**config.mk**
```make
export PLATFORM = sky130hd
export DESIGN_NAME = data_cache_controller
export DESIGN_NICKNAME = d
export VERILOG_FILES = /design/src/rtl/data_cache_controller.sv
export SDC_FILE = /design/constraint.sdc
export NUM_CORES = 1
export LEC_CHECK = 0
export BUFFER_PORTS_ARGS = -buffer_cell sky130_fd_sc_hd__buf_4
export CAP_MARGIN = 20
export CELL_PAD_IN_SITES_DETAIL_PLACEMENT = 0
export CELL_PAD_IN_SITES_GLOBAL_PLACEMENT = 2
export CORE_MARGIN = 2
export CORE_UTILIZATION = 40
export DETAILED_ROUTE_END_ITERATION = 10
export PLACE_DENSITY_LB_ADDON = 0.1
export SLEW_MARGIN = 5
export SYNTH_ARGS = -nofsm -noshare
export SYNTH_HDL_FRONTEND = slang
export SYNTH_SLANG_ARGS = --single-unit
```
**constraint.sdc**
```tcl
create_clock -name CLk -period 4.7 [get_ports CLk]
set_input_delay 0.47 -clock CLk [delete_from_list [all_inputs] [get_ports CLk]]
set_output_delay 0.47 -clock CLk [all_outputs]
set_load 0.01 [all_outputs]
```
**src/rtl/data_cache_controller.sv**
```systemverilog
// Direct-mapped, write-through, no-write-allocate data cache controller (FSM: IDLE/FILL/WRITE).
// Optional hit/miss statistics counters are built when macro DCACHE_STATS_EN is defined.
module data_cache_controller #(
  parameter int unsigned LINES       = 4,
  parameter int unsigned FILL_CYCLES = 5
) (
  input  logic         CLk,
  input  logic         reset,
  input  logic [31:0]  cpuAddress,
  input  logic [31:0]  cpuWriteData,
  input  logic         cpuRead,
  input  logic         cpuWrite,
  output logic [31:0]  cpuReadData,
  output logic         cpuReady,
  output logic [31:0]  memAddress,
  output logic [31:0]  memInputData,
  output logic         memWriteMem,
  input  logic [127:0] memData
`ifdef DCACHE_STATS_EN
  ,
  output logic [31:0]  hitCount,
  output logic [31:0]  missCount
`endif
);

  localparam int unsigned IDX_W = $clog2(LINES);
  localparam int unsigned TAG_W = 28 - IDX_W;
  localparam int unsigned CNT_W = $clog2(FILL_CYCLES + 1);

  typedef enum logic [1:0] {
    IDLE,
    FILL,
    WRITE
  } state_t;

  state_t             state_q, state_d;
  logic [CNT_W-1:0]   cnt_q, cnt_d;
  logic [LINES-1:0]   valid_q;
  logic [TAG_W-1:0]   tag_q  [LINES];
  logic [127:0]       data_q [LINES];

  logic [IDX_W-1:0]   idx;
  logic [TAG_W-1:0]   tag;
  logic [1:0]         word_sel;
  logic [127:0]       line;
  logic [31:0]        sel_word;
  logic               hit;
  logic               fill_last;
  logic               unused_addr_bits;

  assign idx              = cpuAddress[4 +: IDX_W];
  assign tag              = cpuAddress[31 -: TAG_W];
  assign word_sel         = cpuAddress[3:2];
  assign unused_addr_bits = ^cpuAddress[1:0];

  assign line      = data_q[idx];
  assign sel_word  = line[{word_sel, 5'b00000} +: 32];
  assign hit       = valid_q[idx] && (tag_q[idx] == tag);
  assign fill_last = (state_q == FILL) && (cnt_q == CNT_W'(FILL_CYCLES - 1));

  always_ff @(posedge CLk or posedge reset) begin
    if (reset) begin
      state_q <= IDLE;
      cnt_q   <= '0;
      valid_q <= '0;
    end else begin
      state_q <= state_d;
      cnt_q   <= cnt_d;
      if (fill_last) begin
        valid_q[idx] <= 1'b1;
      end
    end
  end

  // Storage needs no reset: valid bits alone gate its use, and reset forces IDLE so no write lands.
  always_ff @(posedge CLk) begin
    if (fill_last) begin
      data_q[idx] <= memData;
      tag_q[idx]  <= tag;
    end else if ((state_q == WRITE) && hit) begin
      data_q[idx][{word_sel, 5'b00000} +: 32] <= cpuWriteData;
    end
  end

  always_comb begin
    state_d      = state_q;
    cnt_d        = cnt_q;
    cpuReady     = 1'b0;
    cpuReadData  = '0;
    memWriteMem  = 1'b0;
    memAddress   = {cpuAddress[31:4], 4'h0};
    memInputData = cpuWriteData;

    unique case (state_q)
      IDLE: begin
        if (cpuWrite) begin
          state_d = WRITE;
        end else if (cpuRead) begin
          if (hit) begin
            cpuReady    = 1'b1;
            cpuReadData = sel_word;
          end else begin
            state_d = FILL;
            cnt_d   = '0;
          end
        end else begin
          cpuReady = 1'b1;
        end
      end
      FILL: begin
        if (fill_last) begin
          state_d = IDLE;
          cnt_d   = '0;
        end else begin
          cnt_d = cnt_q + CNT_W'(1);
        end
      end
      WRITE: begin
        memWriteMem = 1'b1;
        memAddress  = {cpuAddress[31:2], 2'b00};
        cpuReady    = 1'b1;
        state_d     = IDLE;
      end
      default: begin
        state_d = IDLE;
      end
    endcase

    // Async reset must silence the handshake outputs immediately, not at the next edge.
    if (reset) begin
      cpuReady    = 1'b0;
      cpuReadData = '0;
      memWriteMem = 1'b0;
    end
  end

`ifdef DCACHE_STATS_EN
  logic        from_fill_q;
  logic [31:0] hit_cnt_q, miss_cnt_q;
  logic        stat_hit, stat_miss;

  // The read completing right after a fill is the tail of a miss, not a hit.
  assign stat_hit  = (state_q == IDLE) && cpuRead && !cpuWrite && hit && !from_fill_q;
  assign stat_miss = (state_q == IDLE) && cpuRead && !cpuWrite && !hit;

  always_ff @(posedge CLk or posedge reset) begin
    if (reset) begin
      from_fill_q <= 1'b0;
      hit_cnt_q   <= '0;
      miss_cnt_q  <= '0;
    end else begin
      from_fill_q <= fill_last;
      if (stat_hit) begin
        hit_cnt_q <= hit_cnt_q + 32'd1;
      end
      if (stat_miss) begin
        miss_cnt_q <= miss_cnt_q + 32'd1;
      end
    end
  end

  assign hitCount  = hit_cnt_q;
  assign missCount = miss_cnt_q;
`endif

endmodule

```
==> out/results.md <==
## Place
- 0.640 ns — worst setup timing slack at the placement stage
- 289 — number of buffers inserted by port buffering
- 0.722 — routability-driven placement congestion ratio
- 43,700 um — HPWL Detailed

## Clock network
- 67 — clock buffer count from CTS
- built — TritonCTS clock tree
- 0 — Setup Buffers After CTS
- clkbuf_16 — master cell of the clock root buffer
- 625 — clock sink count
- 3 — number of buffers on the longest clock path
- 3 — H-tree Lvls
- 0 — cts repair resizes
- 0.61 ns — clock insertion delay at the later pin of the skew report
- 0.06 ns — post-CTS clock slew at the launch and capture registers of the worst setup and hold paths

## GRT
- 1 — antenna violations before repair
- 85 — largest net degree at the start of global routing
- 0 — leftover overflow at the end of global routing
- 0.207 — global routing usage summed across all routing layers
- 15,059 — vias in the first global route
- 104,000 um — first-pass GRT wire length

## Routing
- 0 — antenna violation net count after detailed routing
- 26.5 um — wire length per cell after detailed routing
- 5.33 — via count normalized by instance count
- 72,500 um — final WL
- 0 — drc violations
- 1,090 — initial DRC count
- 5 — Pre-Repair DR Iteration Count
- 14,590 — DR vias

## Timing
- 0 — Setup-failing EPs final
- 0.827 — ratio of final minimum period to clock period
- 0.341 — Worst slew margin
- 3.89 ns — Min Clock Period, post-route
- no — setup repair after global routing missed its margin
- 0.813 ns — post-route setup slack
- 0.0254 ns — Setup Skew
- 0 ns — post-route setup TNS
- 0 — max-slew violations
- 0.988 ns — actual slew at the worst max-slew pin
- 257 MHz — Fmax
- 0 — final hold violation count

## Worst setup path
- data_q[0][23]$_DFFE_PP_ — capture point of the worst reg-to-reg path
- buffers and inverters — CP top delay family
- buf_4 — CP dominant cell by count
- cpuAddress[5] — Crit. Startpoint
- buf_6 > buf_4 > mux2i_1 > xor2_1 > nand4_1 > o31ai_1 > nor4b_1 > nand3_2 > buf_12 > nor2b_1 > buf_4 — cells along the critical path
- 3.42 ns — Arrival @ worst endpoint
- buf_4 — library cell contributing the largest single delay on the critical path
- 44 — critical-path maximum fanout
- output pin — type of destination of the critical path
- input pin — Startpoint Class
- input pin to output pin — type of the setup path with the least slack
- 0.42 ns — CP max stage delay
- 4.23 ns — critical path data required time
- 4 — worst path buffer plus inverter count
- tag_q[1][0]$_DFFE_PP_ — FF-to-FF Start
- 1.15 ns — register-to-register setup slack
- 8 — depth of the worst register-to-register path

## Yosys
- 0.0144 — Async SR Flop Fraction
- 616 — number of flops mapped to enable cells by yosys
- 27,400 sq um — synthesized area
- 1,530 — count of mapped cells out of synthesis
- 0 — yosys warns
- 17.9 sq um — Syn Area/Cell
- 0.684 — fraction of the yosys area taken by sequential cells
- edfxtp_1 — Post-synth top flop
- 53 — number of distinct standard cells referenced by the synthesized netlist
- 625 — number of flip-flops and latches in the synthesized netlist

## Job
- 0 — max-cap viol count

## Hold path
- input pin to flop — path type of the worst min-delay path
- tag_q[0][25]$_DFFE_PP_ — endpoint of the worst hold-timing path
- cpuAddress[31] — hold path startpoint
- 1 — cell depth of the worst hold path

## Run status
- complete, no violations — result of the run

## Die
- 0.406 — starting utilization of the core area
- 266 um — vertical extent of the die
- 294 — number of top-level pins
- 70,600 sq um — area of the die
- 67,500 sq um — Core ar.
- 266 um — die boundary width
- 95 — Cell Rows

## Layout
- 0.353 — share of post-route cells with drive strength above 1
- 616 x edfxtp_1, 329 x buf_4, 174 x mux4_2 — most frequent cells in the layout
- 2,018 — Total Nets Final
- 5,791 — Layout fillers
- 19.7% — Layout Area Growth over Synthesis
- 0 — Antenna diodes
- edfxtp_1 — commonest non-fill, non-tap cell in the layout

## Power
- 11.2 nW — leakage power total
- 378 nW/um^2 — power per unit of standard cell area
- 0.000214 V — worst vdd ir

layer usage:
metal	wire (um)	GRT usage	up-vias
li1	-	-	6390
met3	3630	0.0318	78
met5	0	0	-
met1	31600	0.286	7707
met2	35900	0.342	415
met4	1400	0.0571	0
repair_timing:
action                                 4_1_cts  5_1_grt
endpoints found under the hold margin        9        0
setup endpoints to repair                    0        0
hold buffers                                 1        0
per-stage QoR:
stage / area (sq um) / cells / hold WS [ns] / power, mW / util
6_report: 32800 / 2739 / 0.0975 / 12.4 / 0.485
3_5_place_dp: 30600 / 2617 / 0.450 / 7.48 / 0.454
3_3_place_gp: 30600 / 2617 / 0.441 / 7.46 / 0.454
5_1_grt: 32800 / 2739 / 0.0717 / 12.8 / 0.485
4_1_cts: 32800 / 2738 / 0.0581 / 12.5 / 0.485
2_1_floorplan: 27400 / 1531 / 0.298 / 7.01 / -
cells in the mapped netlist (7+ instances only):
cell      count  area [sq um]
buf_1        12          45.0
clkbuf_1     34           128
buf_12       12           240
buf_4        65           488
a21oi_1      17          85.1
nand2_1     135           507
xor2_1       10          87.6
edfxtp_1    616         18500
dfrtp_1       9           225
mux4_2      174          3920
inv_1       135           507
xnor2_1      13           114
buf_2        13          65.1
nand3_1       7          35.0
nor2b_1      36           225
ha_1          7          87.6
mux2i_1     151          1510
nor2_1       12          45.0
cells by family after synthesis:
| kind of cell | after synthesis | share of synthesized area |
|---|---|---|
| AND/OR/NAND/NOR | 225 | 0.0383 |
| multiplexers | 328 | 0.200 |
| adder cells (fa/ha/maj) | 7 | 0.00320 |
| flip-flops | 625 | 0.684 |
| XOR/XNOR | 23 | 0.00736 |
| AO/OA/AOI/OAI | 44 | 0.0112 |
| other | 1 | 0.000137 |
| buffers and inverters | 277 | 0.0560 |
worst reg2reg max path, stage by stage, from the launching register on:
cell,delay (ns)
edfxtp_1,0.36
mux4_1,0.52
xnor2_1,0.16
nand4_1,0.21
a2111oi_2,0.42
and4_1,0.50
and3_2,0.32
buf_12,0.22
mux2i_1,0.57
how the worst max path moves through the flow:
stage | cells after the start | end | slack, ns
2_1_floorplan | 10 | data_q[0][0]$_DFFE_PP_ | 0.48
3_3_place_gp | 9 | data_q[0][92]$_DFFE_PP_ | 0.67
3_5_place_dp | 9 | data_q[3][92]$_DFFE_PP_ | 0.64
4_1_cts | 9 | cpuReadData[18] | 0.74
5_1_grt | 9 | cpuReadData[18] | 0.59
6_report | 11 | cpuReadData[18] | 0.81
flip-flops by register name (all words and copies together) (netlist names):
| signal | flops |
|---|---|
| data_q | 512 |
| tag_q | 104 |
| valid_q | 4 |
| cnt_q | 3 |
| state_q | 2 |
power breakdown:
part / switching (mW) / leakage [nW] / internal (mW)
logic: 0.565 / 4.52 / 0.481
registers: 0.0509 / 5.65 / 6.25
clock network: 2.09 / 1.03 / 2.96
area by class of cell:
class,count,area (sq um),share of cell area
Sequential cell,625,18700,0.571
Multi-Input combinational cell,629,7360,0.225
Timing Repair Buffer,356,2990,0.0913
Clock buffer,89,1820,0.0556
Tap cell,873,1090,0.0333
Inverter,136,510,0.0156
Clock inverter,31,273,0.00832
(Power assumes the default switching activity.)
